--- config.mk ---
export PLATFORM = sky130hd
export DESIGN_NAME = multicycle_control
export DESIGN_NICKNAME = d
export VERILOG_FILES = /design/src/rtl/multicycle_pkg.sv /design/src/rtl/multicycle_control_opclass_decode.sv /design/src/rtl/multicycle_control.sv
export SDC_FILE = /design/constraint.sdc
export NUM_CORES = 1
export LEC_CHECK = 0
export ABC_CLOCK_PERIOD_IN_PS = 3110
export CORE_MARGIN = 1.5
export CORE_UTILIZATION = 50
export CTS_CLUSTER_SIZE = 8
export DETAILED_ROUTE_END_ITERATION = 7
export PLACE_DENSITY = 0.87
export SYNTH_ARGS = -nofsm -noshare
export SYNTH_HDL_FRONTEND = slang
export SYNTH_SLANG_ARGS = --single-unit
--- constraint.sdc ---
create_clock -name CLK -period 3.11 [get_ports CLK]
set_input_delay 0.7775 -clock CLK [delete_from_list [all_inputs] [get_ports CLK]]
set_output_delay 0.7775 -clock CLK [all_outputs]
set_load 0.005 [all_outputs]
--- src/rtl/multicycle_pkg.sv ---
// Shared types and constants for the LEGv8 multicycle sequencing controller:
// state encoding, opcode match patterns, ALU/sign-extend selects and the control word.
package multicycle_pkg;

  typedef enum logic [3:0] {
    FETCH  = 4'd0,
    DECODE = 4'd1,
    EXEC   = 4'd2,
    WB_ALU = 4'd3,
    ADDR   = 4'd4,
    MEM_RD = 4'd5,
    MEM_WR = 4'd6,
    WB_MEM = 4'd7,
    BRANCH = 4'd8,
    HALT   = 4'd15
  } state_t;

  localparam logic [10:0] OPC_LDUR   = 11'b11111000010;
  localparam logic [10:0] OPC_STUR   = 11'b11111000000;
  localparam logic [10:0] OPC_ADD    = 11'b10001011000;
  localparam logic [10:0] OPC_SUB    = 11'b11001011000;
  localparam logic [10:0] OPC_AND    = 11'b10001010000;
  localparam logic [10:0] OPC_ORR    = 11'b10101010000;
  localparam logic [10:0] OPC_CBZ    = 11'b10110100000;
  localparam logic [10:0] OPC_B      = 11'b00010100000;
  localparam logic [10:0] OPC_MOVZ   = 11'b11010010100;

  localparam logic [10:0] MASK_EXACT = 11'b11111111111;
  localparam logic [10:0] MASK_CBZ   = 11'b11111111000;
  localparam logic [10:0] MASK_B     = 11'b11111100000;
  localparam logic [10:0] MASK_MOVZ  = 11'b11111111100;

  localparam logic [3:0] ALU_AND   = 4'b0000;
  localparam logic [3:0] ALU_ORR   = 4'b0001;
  localparam logic [3:0] ALU_ADD   = 4'b0010;
  localparam logic [3:0] ALU_SUB   = 4'b0110;
  localparam logic [3:0] ALU_PASSB = 4'b0111;

  localparam logic [2:0] SIGN_I    = 3'b000;
  localparam logic [2:0] SIGN_D    = 3'b001;
  localparam logic [2:0] SIGN_B    = 3'b010;
  localparam logic [2:0] SIGN_CB   = 3'b011;
  localparam logic [2:0] SIGN_MOVZ = 3'b100;

  typedef struct packed {
    logic r;
    logic movz;
    logic ldur;
    logic stur;
    logic cbz;
    logic b;
    logic illegal;
  } opclass_t;

  // cbz_sel marks the CBZ branch cycle, where pcsel follows the zero flag
  typedef struct packed {
    logic       irwrite;
    logic       pcwrite;
    logic       pcsel;
    logic       cbz_sel;
    logic       reg2loc;
    logic       alusrc;
    logic       mem2reg;
    logic       regwrite;
    logic       memread;
    logic       memwrite;
    logic       halted;
    logic [3:0] aluop;
    logic [2:0] signop;
  } ctrl_t;

  function automatic logic opc_match(input logic [10:0] opc,
                                     input logic [10:0] mask,
                                     input logic [10:0] value);
    return ((opc & mask) == value);
  endfunction

  // Moore control word for a state and instruction class
  function automatic ctrl_t decode_ctrl(input state_t st,
                                        input opclass_t cls,
                                        input logic [3:0] r_aluop);
    ctrl_t c;
    c = '0;
    case (st)
      FETCH: begin
        c.irwrite = 1'b1;
      end
      DECODE: begin
        c.reg2loc = cls.stur | cls.cbz;
      end
      EXEC, WB_ALU: begin
        if (cls.movz) begin
          c.alusrc = 1'b1;
          c.aluop  = ALU_PASSB;
          c.signop = SIGN_MOVZ;
        end else begin
          c.aluop  = r_aluop;
        end
        if (st == WB_ALU) begin
          c.regwrite = 1'b1;
          c.pcwrite  = 1'b1;
        end else begin
          c.regwrite = 1'b0;
        end
      end
      ADDR: begin
        c.reg2loc = cls.stur;
        c.alusrc  = 1'b1;
        c.aluop   = ALU_ADD;
        c.signop  = SIGN_D;
      end
      MEM_RD: begin
        c.memread = 1'b1;
      end
      MEM_WR: begin
        c.reg2loc  = 1'b1;
        c.memwrite = 1'b1;
        c.pcwrite  = 1'b1;
      end
      WB_MEM: begin
        c.mem2reg  = 1'b1;
        c.regwrite = 1'b1;
        c.pcwrite  = 1'b1;
      end
      BRANCH: begin
        c.pcwrite = 1'b1;
        c.pcsel   = 1'b1;
        if (cls.cbz) begin
          c.cbz_sel = 1'b1;
          c.reg2loc = 1'b1;
          c.aluop   = ALU_PASSB;
          c.signop  = SIGN_CB;
        end else begin
          c.signop  = SIGN_B;
        end
      end
      HALT: begin
        c.halted = 1'b1;
      end
      default: begin
        c.halted = 1'b1;
      end
    endcase
    return c;
  endfunction

endpackage

--- src/rtl/multicycle_control_opclass_decode.sv ---
// Combinational opcode classifier: one-hot instruction class plus the ALU
// operation an R-type opcode selects.
module opclass_decode
  import multicycle_pkg::*;
(
  input  logic [10:0] opcode,
  output opclass_t    opclass,
  output logic [3:0]  r_aluop
);

  // Class match; anything outside the supported set is flagged illegal
  always_comb begin
    opclass = '0;
    if (opc_match(opcode, MASK_EXACT, OPC_LDUR)) begin
      opclass.ldur = 1'b1;
    end else if (opc_match(opcode, MASK_EXACT, OPC_STUR)) begin
      opclass.stur = 1'b1;
    end else if (opc_match(opcode, MASK_EXACT, OPC_ADD) ||
                 opc_match(opcode, MASK_EXACT, OPC_SUB) ||
                 opc_match(opcode, MASK_EXACT, OPC_AND) ||
                 opc_match(opcode, MASK_EXACT, OPC_ORR)) begin
      opclass.r = 1'b1;
    end else if (opc_match(opcode, MASK_CBZ, OPC_CBZ)) begin
      opclass.cbz = 1'b1;
    end else if (opc_match(opcode, MASK_B, OPC_B)) begin
      opclass.b = 1'b1;
    end else if (opc_match(opcode, MASK_MOVZ, OPC_MOVZ)) begin
      opclass.movz = 1'b1;
    end else begin
      opclass.illegal = 1'b1;
    end
  end

  // R-type ALU operation select
  always_comb begin
    r_aluop = ALU_AND;
    case (opcode)
      OPC_ADD: r_aluop = ALU_ADD;
      OPC_SUB: r_aluop = ALU_SUB;
      OPC_AND: r_aluop = ALU_AND;
      OPC_ORR: r_aluop = ALU_ORR;
      default: r_aluop = ALU_AND;
    endcase
  end

endmodule

--- src/rtl/multicycle_control.sv ---
// Multicycle LEGv8 sequencer: steps each instruction through 3-5 states,
// drives registered datapath controls and counts retired instructions.
module multicycle_control
  import multicycle_pkg::*;
#(
  parameter int CNT_W = 32
) (
  input  logic             CLK,
  input  logic             resetl,
  input  logic [10:0]      opcode,
  input  logic             zero,
  input  logic             mem_ready,
  output logic             irwrite,
  output logic             pcwrite,
  output logic             pcsel,
  output logic             reg2loc,
  output logic             alusrc,
  output logic             mem2reg,
  output logic             regwrite,
  output logic             memread,
  output logic             memwrite,
  output logic [3:0]       aluop,
  output logic [2:0]       signop,
  output logic [3:0]       state,
  output logic             halted,
  output logic [CNT_W-1:0] instret
);

  state_t           state_r;
  state_t           state_nxt_s;
  logic [10:0]      opc_r;
  logic [10:0]      opc_nxt_s;
  opclass_t         cls_s;
  logic [3:0]       r_aluop_s;
  ctrl_t            ctrl_r;
  ctrl_t            ctrl_nxt_s;
  logic [CNT_W-1:0] instret_r;
  logic             pcwrite_s;
  logic             pcsel_s;

  // The opcode is only live on the bus during FETCH; decode always looks at
  // the value the register will hold next so the control word can be registered.
  assign opc_nxt_s = (state_r == FETCH) ? opcode : opc_r;

  opclass_decode u_opclass_decode (
    .opcode  (opc_nxt_s),
    .opclass (cls_s),
    .r_aluop (r_aluop_s)
  );

  // Next-state sequencing per instruction class
  always_comb begin
    state_nxt_s = state_r;
    case (state_r)
      FETCH:  state_nxt_s = DECODE;
      DECODE: begin
        if (cls_s.r || cls_s.movz) begin
          state_nxt_s = EXEC;
        end else if (cls_s.ldur || cls_s.stur) begin
          state_nxt_s = ADDR;
        end else if (cls_s.cbz || cls_s.b) begin
          state_nxt_s = BRANCH;
        end else begin
          state_nxt_s = HALT;
        end
      end
      EXEC:   state_nxt_s = WB_ALU;
      WB_ALU: state_nxt_s = FETCH;
      ADDR: begin
        if (cls_s.ldur) begin
          state_nxt_s = MEM_RD;
        end else begin
          state_nxt_s = MEM_WR;
        end
      end
      MEM_RD: state_nxt_s = mem_ready ? WB_MEM : MEM_RD;
      MEM_WR: state_nxt_s = mem_ready ? FETCH : MEM_WR;
      WB_MEM: state_nxt_s = FETCH;
      BRANCH: state_nxt_s = FETCH;
      HALT:   state_nxt_s = HALT;
      default: state_nxt_s = HALT;
    endcase
  end

  assign ctrl_nxt_s = decode_ctrl(state_nxt_s, cls_s, r_aluop_s);

  // A store retires only on the cycle memory accepts it; CBZ always writes the
  // PC, choosing the branch target or PC+4 from the zero flag.
  assign pcwrite_s = ctrl_r.pcwrite & (~ctrl_r.memwrite | mem_ready);
  assign pcsel_s   = ctrl_r.cbz_sel ? zero : ctrl_r.pcsel;

  // State, captured opcode, control word and retire counter
  always_ff @(posedge CLK) begin
    if (!resetl) begin
      state_r   <= FETCH;
      opc_r     <= 11'b00000000000;
      ctrl_r    <= decode_ctrl(FETCH, '0, ALU_AND);
      instret_r <= '0;
    end else begin
      state_r <= state_nxt_s;
      opc_r   <= opc_nxt_s;
      ctrl_r  <= ctrl_nxt_s;
      if (pcwrite_s) begin
        instret_r <= instret_r + {{(CNT_W-1){1'b0}}, 1'b1};
      end else begin
        instret_r <= instret_r;
      end
    end
  end

  assign irwrite  = ctrl_r.irwrite;
  assign pcwrite  = pcwrite_s;
  assign pcsel    = pcsel_s;
  assign reg2loc  = ctrl_r.reg2loc;
  assign alusrc   = ctrl_r.alusrc;
  assign mem2reg  = ctrl_r.mem2reg;
  assign regwrite = ctrl_r.regwrite;
  assign memread  = ctrl_r.memread;
  assign memwrite = ctrl_r.memwrite;
  assign aluop    = ctrl_r.aluop;
  assign signop   = ctrl_r.signop;
  assign halted   = ctrl_r.halted;
  assign state    = state_r;
  assign instret  = instret_r;

endmodule

==> Word-level counts from Yosys, hierarchy flattened <==
Cells that the tools add are included.
{ "classes": {"n_addsub": 1, "n_eq_ne": 25, "muxes": 45, "bitwise_logic": 4, "reduce_logical": 13} }
{ "op_table": {"columns": ["operator", "count"], "rows": [
  ["11-bit equality test, second input constant", 6],
  ["32-bit by 1-bit adder with 32-bit output, second input constant", 1],
  ["4-bit by 3-bit equality test with 1-bit output, second input constant", 8],
  ["4-bit one-hot mux with 7 select lines", 1],
  ["7-bit one-hot mux with 3 select lines", 1],
  ["1-bit two-way mux", 20],
  ["3-bit two-way mux", 6],
  ["4-bit by 2-bit equality test with 1-bit output, second input constant", 4],
  ["4-bit two-way mux", 4],
  ["2-bit two-way mux", 7],
  ["11-bit two-way mux", 1],
  ["9-bit equality test, second input constant", 1],
  ["3-bit one-hot mux with 3 select lines", 1],
  ["9-bit OR reduction", 1],
  ["4-bit by 1-bit equality test with 1-bit output, second input constant", 2],
  ["4-bit equality test, second input constant", 2],
  ["8-bit equality test, second input constant", 1],
  ["4-bit logical NOT", 2],
  ["6-bit by 3-bit equality test with 1-bit output, second input constant", 1],
  ["1-bit logical OR", 6],
  ["1-bit one-hot mux with 2 select lines", 3],
  ["3-bit OR reduction", 2],
  ["1-bit one-hot mux with 4 select lines", 1],
  ["1-bit OR", 2],
  ["other kinds (4)", 4]
]} }
{ "word_totals": {"register_bits": 65, "in_bits": 15, "out_inout_bits": 53, "wordCells": 104} }

==> Longest topological paths before layout <==
Gate-level depths: netlist (run 1).
{ "logic_depth": {"depth_word": 17, "ltp_mapped": 10} }

==> Modules after synthesis <==
Synthesis (run 1) repeated with hierarchy kept, for this count alone.
{ "hier_totals": {"hier_cells": 350, "area_unflattened_um2": 3166.8} }
{ "modules_own_cells": {"columns": ["mod", "n_inst", "cells_per_inst", "area_per_inst_um2", "seq_area_each_um2"], "rows": [
  ["multicycle_control", 1, 322, 2965.3, 1281.2],
  ["opclass_decode", 1, 28, 201.4, 0.0]
]} }

==> Worst setup path after synthesis (run 1) <==
No wires, ideal clock.
{ "synth_timing": {"kind": "input -> register", "from": "input port opcode[4]", "to": "register ctrl_r[16] in the netlist's numbering", "setup_ns": 0.127, "arrival_time_ns": 2.577, "t_required_ns": 2.983, "path_slack_ns": 0.406, "path_stages": 8, "path_buffers": 0, "cell_sequence": "nand2_1 -> or4b_1 -> o41ai_4 -> nor3_2 -> a31oi_4 -> nor2_2 -> and3_4 -> or3_1"} }
{ "synth_between": {"elab_chain_len": 16} }
{ "synth_rtl": {"columns": ["element", "line_no", "source"], "rows": [
  ["start, declared", "multicycle_control.sv:10", "input logic [10:0] opcode,"],
  ["11-bit two-way mux (*)", "multicycle_control.sv:43", "assign opc_nxt_s = (state_r == FETCH) ? opcode : opc_r;"],
  ["11-bit equality test", "multicycle_pkg.sv:75", "return ((opc & mask) == value);"],
  ["1-bit logical OR", "multicycle_control_opclass_decode.sv:18", "end else if (opc_match(opcode, MASK_EXACT, OPC_ADD) ||"],
  ["1-bit logical OR", "multicycle_control_opclass_decode.sv:19", "opc_match(opcode, MASK_EXACT, OPC_SUB) ||"],
  ["1-bit logical OR", "multicycle_control_opclass_decode.sv:20", "opc_match(opcode, MASK_EXACT, OPC_AND) ||"],
  ["3-bit two-way mux", "multicycle_control_opclass_decode.sv:18", null],
  ["3-bit two-way mux", "multicycle_control_opclass_decode.sv:16", "end else if (opc_match(opcode, MASK_EXACT, OPC_STUR)) begin"],
  ["4-bit two-way mux", "multicycle_control_opclass_decode.sv:14", "if (opc_match(opcode, MASK_EXACT, OPC_LDUR)) begin"],
  ["1-bit logical OR", "multicycle_control.sv:61", "end else if (cls_s.cbz || cls_s.b) begin"],
  ["3-bit two-way mux", "multicycle_control.sv:61", null],
  ["4-bit two-way mux", "multicycle_control.sv:59", "end else if (cls_s.ldur || cls_s.stur) begin"],
  ["4-bit two-way mux", "multicycle_control.sv:57", "if (cls_s.r || cls_s.movz) begin"],
  ["4-bit one-hot mux with 7 select lines (*)", "multicycle_control.sv:54", "case (state_r)"],
  ["4-bit equality test (tied with other cells)", "multicycle_pkg.sv:84", "case (st)"],
  ["3-bit OR reduction (no line) (tied with other cells)", null, null],
  ["1-bit one-hot mux with 2 select lines (*)", "multicycle_pkg.sv:84", null],
  ["end signal, assigned", "multicycle_control.sv:97", "ctrl_r <= decode_ctrl(FETCH, '0, ALU_AND);"],
  ["end signal, assigned", "multicycle_control.sv:102", "ctrl_r <= ctrl_nxt_s;"],
  ["end, declared", "multicycle_control.sv:35", "ctrl_t ctrl_r;"]
]} }
Mark *: on every way between the ends. The rest lies on a longest branch, timed or not.
A chain may end at the register's enable or synchronous reset.

==> Worst setup path in the final report (run 1) <==
{ "layout_timing": {"from": "input port mem_ready", "to": "output port pcwrite"} }
{ "layout_between": {"elab_chain_len": 2} }
{ "layout_rtl": {"columns": ["element", "line_no", "source"], "rows": [
  ["start, declared", "multicycle_control.sv:12", "input logic mem_ready,"],
  ["1-bit OR", "multicycle_control.sv:89", "assign pcwrite_s = ctrl_r.pcwrite & (~ctrl_r.memwrite | mem_ready);"],
  ["1-bit AND", "multicycle_control.sv:89", null],
  ["end, declared", "multicycle_control.sv:14", "output logic pcwrite,"]
]} }
Every way passes these cells.

==> impl_metrics.env, run 1 <==
export IMPL_ff2ff_setup_slack_ns=0.39
export IMPL_synth_edf_count=0
export IMPL_gp_congestion=0.929
export IMPL_ys_seq_area_share_pct=40.9
export IMPL_synth_mux_area_share_pct=1.64
export IMPL_cts_inserted_buffers=9
export IMPL_antenna_found_initial=0
export IMPL_setup_viol=0
export IMPL_ctsHoldBuffers=0
export IMPL_ant_nets=0
export IMPL_final_core_util_pct=71.0
export IMPL_drt_drc_violations_left=0
export IMPL_firstDrtPassIters=4
export IMPL_placed_area_um2=4030
export IMPL_ys_warn_count=0
export IMPL_worst_pin_slew_ns=0.659
export IMPL_r2r_cells=9
export IMPL_syn_to_final_growth_pct=35.7
export IMPL_die_h_um=82.2
export IMPL_post_cts_setup_buffers=0
export IMPL_tns_ns=0
export IMPL_final_max_slew_viol_count=0
export IMPL_final_min_clock_period_ns=3.05
export IMPL_wl_mm=7.84
export IMPL_multi_input_area_um2=1700
export IMPL_worstPathRequired_ns=2.33
export IMPL_hold_violations=0
export IMPL_synthXorXnorAreaFrac_pct=7.27
export IMPL_critical_path_cell_chain="clkdlybuf4s50_1, inv_1, a21boi_2, clkdlybuf4s50_1"
export IMPL_arrival_ns=2.28
export IMPL_syn_avg_cell_area_um2=8.78
export IMPL_diodes=0
export IMPL_worst_path_max_fanout=5
export IMPL_seq_area_um2=1280
export IMPL_dp_worst_setup_slack_ns=-0.113
export IMPL_rsz0062_at_grt="false"
export IMPL_die_area_um2=6750
export IMPL_crit_slowest_cell="clkdlybuf4s50_1"
export IMPL_synth_cell_types=61
export IMPL_power_density_nw_per_um2=746
export IMPL_die_w_um=82.2
export IMPL_min_from="opc_r[0]"
export IMPL_max_freq_mhz=327
export IMPL_syn_inst=357
export IMPL_r2r_end="ctrl_r[16]"
export IMPL_wl_per_cell_um=14.8
export IMPL_setup_ws_ns=0.0561
export IMPL_max_slew_margin_rel_pct=56.0
export IMPL_ys_flop_type="dfxtp_1"
export IMPL_dr_first_iter_drc_count=190
export IMPL_synth_fa_ha_area_share_pct=0.399
export IMPL_drive_gt1_share_pct=15.5
export IMPL_peakVddDrop_uv=520
export IMPL_skew_ns=0.00695
export IMPL_cts_tree="built"
export IMPL_hold_path_class="register to register"
export IMPL_p_leak_nw=1.62
export IMPL_num_rows=28
export IMPL_grt_pass1_wl_mm=12.6
export IMPL_vias=2899
export IMPL_synth_nets=373
export IMPL_fin_crit_sh_pct=98.2
export IMPL_cts_root_buffer="clkbuf_8"
export IMPL_min_path_cells=2
export IMPL_start_util_pct=52.3
export IMPL_track_usage_pct=24.2
export IMPL_clkSinkCount=64
export IMPL_fp_coreArea_um2=5990
export IMPL_nets=465
export IMPL_cap_violations=0
export IMPL_critical_path_class="primary input to output pin"
export IMPL_r2r_start="state[0]"
export IMPL_nFillCells=478
export IMPL_cts_resized=0
export IMPL_hold_end="opc_r[0]"
export IMPL_avgViaCountPerCell=5.49
export IMPL_synth_compound_area_share_pct=14.0
export IMPL_p_total_mw=3.17
export IMPL_cpLargestDelayFamily="buffers and inverters"
export IMPL_synth_top_family_by_area="simple AND/OR/NAND/NOR gates"
export IMPL_netlist_area_um2=3130
export IMPL_fin_area_um2=4250
export IMPL_clkTransAtPathRegs_ns=0.07
export IMPL_grt_overflow_total=0
export IMPL_path_common_cell="clkdlybuf4s50_1"
export IMPL_outcome="completed"
export IMPL_htreeDepth=3
export IMPL_io_pins=68
export IMPL_grt_pass1_vias=2745
export IMPL_synth_simple_area_share_pct=31.0
export IMPL_critPathBufInv=3
export IMPL_dpl_hpwl_mm=5.62
export IMPL_async_flop_share_pct=0
export IMPL_io_buffers=66
export IMPL_clk_insertion_delay_late_ns=0.34
export IMPL_clk_path_buf_depth=2
export IMPL_critPathMaxStageDelay_ns=0.58
export IMPL_grt_max_degree=31
export IMPL_ys_ff_latch=64
export IMPL_critPathCaptureType="output pin"
export IMPL_startpoint_type="primary input"
cell usage after synthesis, drive strengths merged, types with 2 or more instances:
master / count / area (µm²)
a21o: 4 / 31.3
a21oi: 21 / 105
a22oi: 2 / 25.0
a31oi: 5 / 46.3
and2: 8 / 52.6
and3: 7 / 48.8
and3b: 2 / 17.5
and4: 2 / 17.5
buf: 11 / 85.1
clkbuf: 9 / 33.8
dfxtp: 64 / 1280
inv: 8 / 30.0
mux2i: 4 / 40.0
nand2: 44 / 173
nand3: 13 / 77.6
nand4: 11 / 68.8
nor2: 45 / 174
nor2b: 5 / 31.3
nor3: 6 / 40.0
nor3b: 5 / 37.5
nor4: 3 / 48.8
nor4bb: 5 / 50.1
o211ai: 2 / 20.0
o21a: 3 / 22.5
o21ai: 12 / 60.1
o41ai: 2 / 55.1
or3: 7 / 43.8
or4: 2 / 18.8
or4b: 2 / 20.0
xnor2: 7 / 61.3
xor2: 19 / 166
layer usage:
| metal | global-route usage [%] | routed length, µm |
|---|---|---|
| met1 | 30.7 | 3530 |
| met4 | 4.92 | 63 |
| met5 | 0 | 0 |
| met2 | 41.3 | 3680 |
| met3 | 6.59 | 562 |
cell families after synthesis:
| kind of cell | count (synthesis) |
|---|---|
| and+or+nand+nor | 173 |
| DFF | 64 |
| AOI/OAI and AO/OA | 59 |
| buffers and inverters | 28 |
| xor gates and xnor gates | 26 |
| muxes | 5 |
| adders and majority gates | 1 |
| other | 1 |
registers in the layout (all words and copies together) (netlist names):
signal and cells:
ctrl_r 3, irwrite 1, regwrite 1, alusrc 1, signop 3, instret 32
opc_r 11, state 4, aluop 3, halted 1, memwrite 1, reg2loc 1
memread 1, mem2reg 1
layout make-up:
cell class	instances	area share (%)
repair buffers	101	21.7
flip-flops and latches	64	30.1
clock inverters	3	1.53
well taps	75	2.21
clock buffers	12	3.65
inverters	8	0.706
multi-input cells	265	40.1
where the power goes:
| part | internal [mW] | switching, mW | leakage, nW |
|---|---|---|---|
| clock network | 0.490 | 0.314 | 0.112 |
| logic | 0.648 | 0.682 | 0.988 |
| registers | 0.943 | 0.0974 | 0.519 |
worst max-delay path by stage:
stage,from,end,slack [ns],cells past startpoint
final,mem_ready,pcwrite,0.06,4
after CTS,mem_ready,pcwrite,0.08,4
after floorplan,opcode[4],ctrl_r[16],0.41,8
after global routing,mem_ready,pcwrite,0.01,4
after global placement,opcode[4],ctrl_r[16],-0.07,9
after detailed placement,opcode[4],ctrl_r[16],-0.11,9
per-stage QoR:
stage / hold slack, ns / cells
2_1_floorplan: 0.449 / 357
3_3_place_gp: 0.466 / 513
3_5_place_dp: 0.471 / 513
4_1_cts: 0.481 / 528
5_1_grt: 0.509 / 528
6_report: 0.479 / 528
worst min-delay path: cells and delay by family (launching register included):
family          cells  cell delay, ns
flops               1            0.32
simple gates        1            0.06
compound gates      1            0.05
placed cells by master, fill, tap and decap left out, types with 2 or more instances in the layout:
cell type	synthesis	routed
nor4bb_1	5	5
nor3_2	2	2
nor3b_1	5	5
nand2_1	43	43
nor2_2	2	2
a31oi_1	4	4
clkbuf_8	0	11
nor2b_1	5	5
or4b_1	2	2
inv_1	8	8
mux2i_1	4	4
nor2_1	43	43
a21o_1	3	3
a22oi_2	2	2
clkdlybuf4s50_1	0	66
o21ai_0	12	12
bufinv_16	0	2
a21oi_1	21	21
or3_1	7	7
dfxtp_1	64	64
and3b_1	2	2
nor4_4	2	2
xor2_1	19	19
nand4_1	11	11
o21a_1	3	3
buf_4	7	35
nor3_1	4	4
xnor2_1	7	7
and3_1	6	6
and4_1	2	2
nand3_1	12	12
o41ai_4	2	2
and2_1	7	7
Note: power is estimated with default switching activity, not from simulation.
==> inputs of run 2 (changes only) <==
Settings changed: CORE_UTILIZATION 50 to 30, PLACE_DENSITY 0.87 to 0.59.
==> run 2 against run 1 <==
Compared with the run above: die area increased by 64%; core utilization decreased by 28 points; register-to-register slack about the same; maximum frequency increased by 6.1%; sequential power about the same; worst setup slack improved by 0.17 ns; sequential share of layout area decreased by 0.89 points; combinational power about the same; clock skew increased by 0.0044 ns; first-iteration DRC count decreased by 72%; worst hold slack improved by 0.011 ns; largest cell class unchanged; highest routed layer unchanged.
==> impl_metrics.env, run 2 (synthesis gave the netlist of run 1 again) <==
export IMPL_outcome="completed"
export IMPL_max_slew_margin_rel_pct=66.1
export IMPL_placed_area_um2=4130
export IMPL_firstDrtPassIters=4
export IMPL_largest_reg_flops=32
export IMPL_htreeDepth=3
export IMPL_clk_path_buf_depth=2
export IMPL_worst_path_max_fanout=3
export IMPL_clkTransAtPathRegs_ns=0.07
export IMPL_power_density_nw_per_um2=744
export IMPL_r2r_cells=9
export IMPL_nets=466
export IMPL_vias=2832
export IMPL_final_common_cell="clkdlybuf4s50_1"
export IMPL_min_from="opc_r[0]"
export IMPL_gp_congestion=0.873
export IMPL_layout_common_cells="clkdlybuf4s50_1, dfxtp_1, nor2_1, nand2_1, buf_4"
export IMPL_startpoint_type="primary input"
export IMPL_cts_resized=0
export IMPL_final_cell_count_no_fill=591
export IMPL_critPathCaptureType="output pin"
export IMPL_start_util_pct=30.6
export IMPL_setup_ws_ns=0.231
export IMPL_io_buffers=66
export IMPL_max_freq_mhz=347
export IMPL_cts_inserted_buffers=9
export IMPL_fin_area_um2=4380
export IMPL_hold_path_class="register to register"
export IMPL_grt_overflow_total=0
export IMPL_avgViaCountPerCell=4.79
export IMPL_grt_max_degree=39
export IMPL_track_usage_pct=15.3
export IMPL_cts_tree="built"
export IMPL_grt_pass1_vias=2844
export IMPL_cts_root_buffer="clkbuf_8"
export IMPL_grt_pass1_wl_mm=13.5
export IMPL_diodes=0
export IMPL_dr_first_iter_drc_count=53
export IMPL_ant_nets=0
export IMPL_drt_drc_violations_left=0
export IMPL_cap_violations=0
export IMPL_die_area_um2=11100
export IMPL_hold_end="opc_r[0]"
export IMPL_worstPathRequired_ns=2.33
export IMPL_r2r_start="state[0]"
export IMPL_wl_mm=8.05
export IMPL_skew_ns=0.0113
export IMPL_syn_to_final_growth_pct=39.8
export IMPL_min_path_cells=2
export IMPL_ff2ff_setup_slack_ns=0.39
export IMPL_dp_cells=575
export IMPL_antenna_found_initial=0
export IMPL_arrival_ns=2.10
export IMPL_r2r_end="ctrl_r[16]"
export IMPL_num_rows=37
export IMPL_fin_crit_sh_pct=92.6
export IMPL_wl_per_cell_um=13.6
export IMPL_final_min_clock_period_ns=2.88
export IMPL_setup_viol=0
export IMPL_critical_path_class="primary input to output pin"
export IMPL_p_leak_nw=1.64
export IMPL_tns_ns=0
export IMPL_post_cts_setup_buffers=0
export IMPL_hold_violations=0
export IMPL_die_h_um=105
export IMPL_clk_insertion_delay_late_ns=0.34
export IMPL_io_pins=68
export IMPL_hold_slack_ns=0.489
export IMPL_clkSinkCount=64
export IMPL_dpl_hpwl_mm=5.94
export IMPL_die_w_um=105
export IMPL_ctsHoldBuffers=0
export IMPL_dp_worst_setup_slack_ns=-0.121
export IMPL_peakVddDrop_uv=380
export IMPL_final_max_slew_viol_count=0
export IMPL_drive_gt1_share_pct=16.0
export IMPL_rsz0062_at_grt="false"
export IMPL_fp_coreArea_um2=10200
export IMPL_worst_pin_slew_ns=0.508
## run 2: routing by layer
metal  track usage, %  wire (µm)
met2             25.5       3710
met3             3.83        367
met4             6.75        195
met1             18.6       3770
met5                0          0
## run 2: how the worst max path moves through the flow
stage / startpoint / slack [ns] / cells past startpoint / end
6_report: mem_ready / 0.23 / 4 / pcwrite
5_1_grt: opcode[2] / 0.08 / 11 / reg2loc
4_1_cts: mem_ready / 0.19 / 4 / pcwrite
3_5_place_dp: opcode[4] / -0.12 / 9 / ctrl_r[16]
3_3_place_gp: opcode[2] / -0.08 / 9 / ctrl_r[16]
2_1_floorplan: opcode[4] / 0.41 / 8 / ctrl_r[16]
## run 2: stage by stage
stage,utilization [%],total power [mW]
4_1_cts,42.8,3.29
5_1_grt,42.8,3.46
2_1_floorplan,-,1.85
6_report,42.8,3.26
3_3_place_gp,40.4,2.35
3_5_place_dp,40.4,2.37
## run 2: area by class of cell
class / count / area (µm²)
fillers: 1045 / 5850
clock inverters: 6 / 116
inverters: 8 / 30.0
well taps: 136 / 170
flip-flops and latches: 64 / 1280
clock buffers: 10 / 138
multi-input cells: 265 / 1700
repair buffers: 102 / 943
## run 2: report_power, final
part | internal (mW) | switching (mW) | total [mW]
Sequential | 0.942 | 0.0915 | 1.03
Clock | 0.559 | 0.345 | 0.903
Combinational | 0.644 | 0.680 | 1.32
## run 2: critical path, stage by stage
cell             delay [ns]
clkdlybuf4s50_1        0.48
inv_1                  0.05
a21boi_2               0.24
clkdlybuf4s50_1        0.55
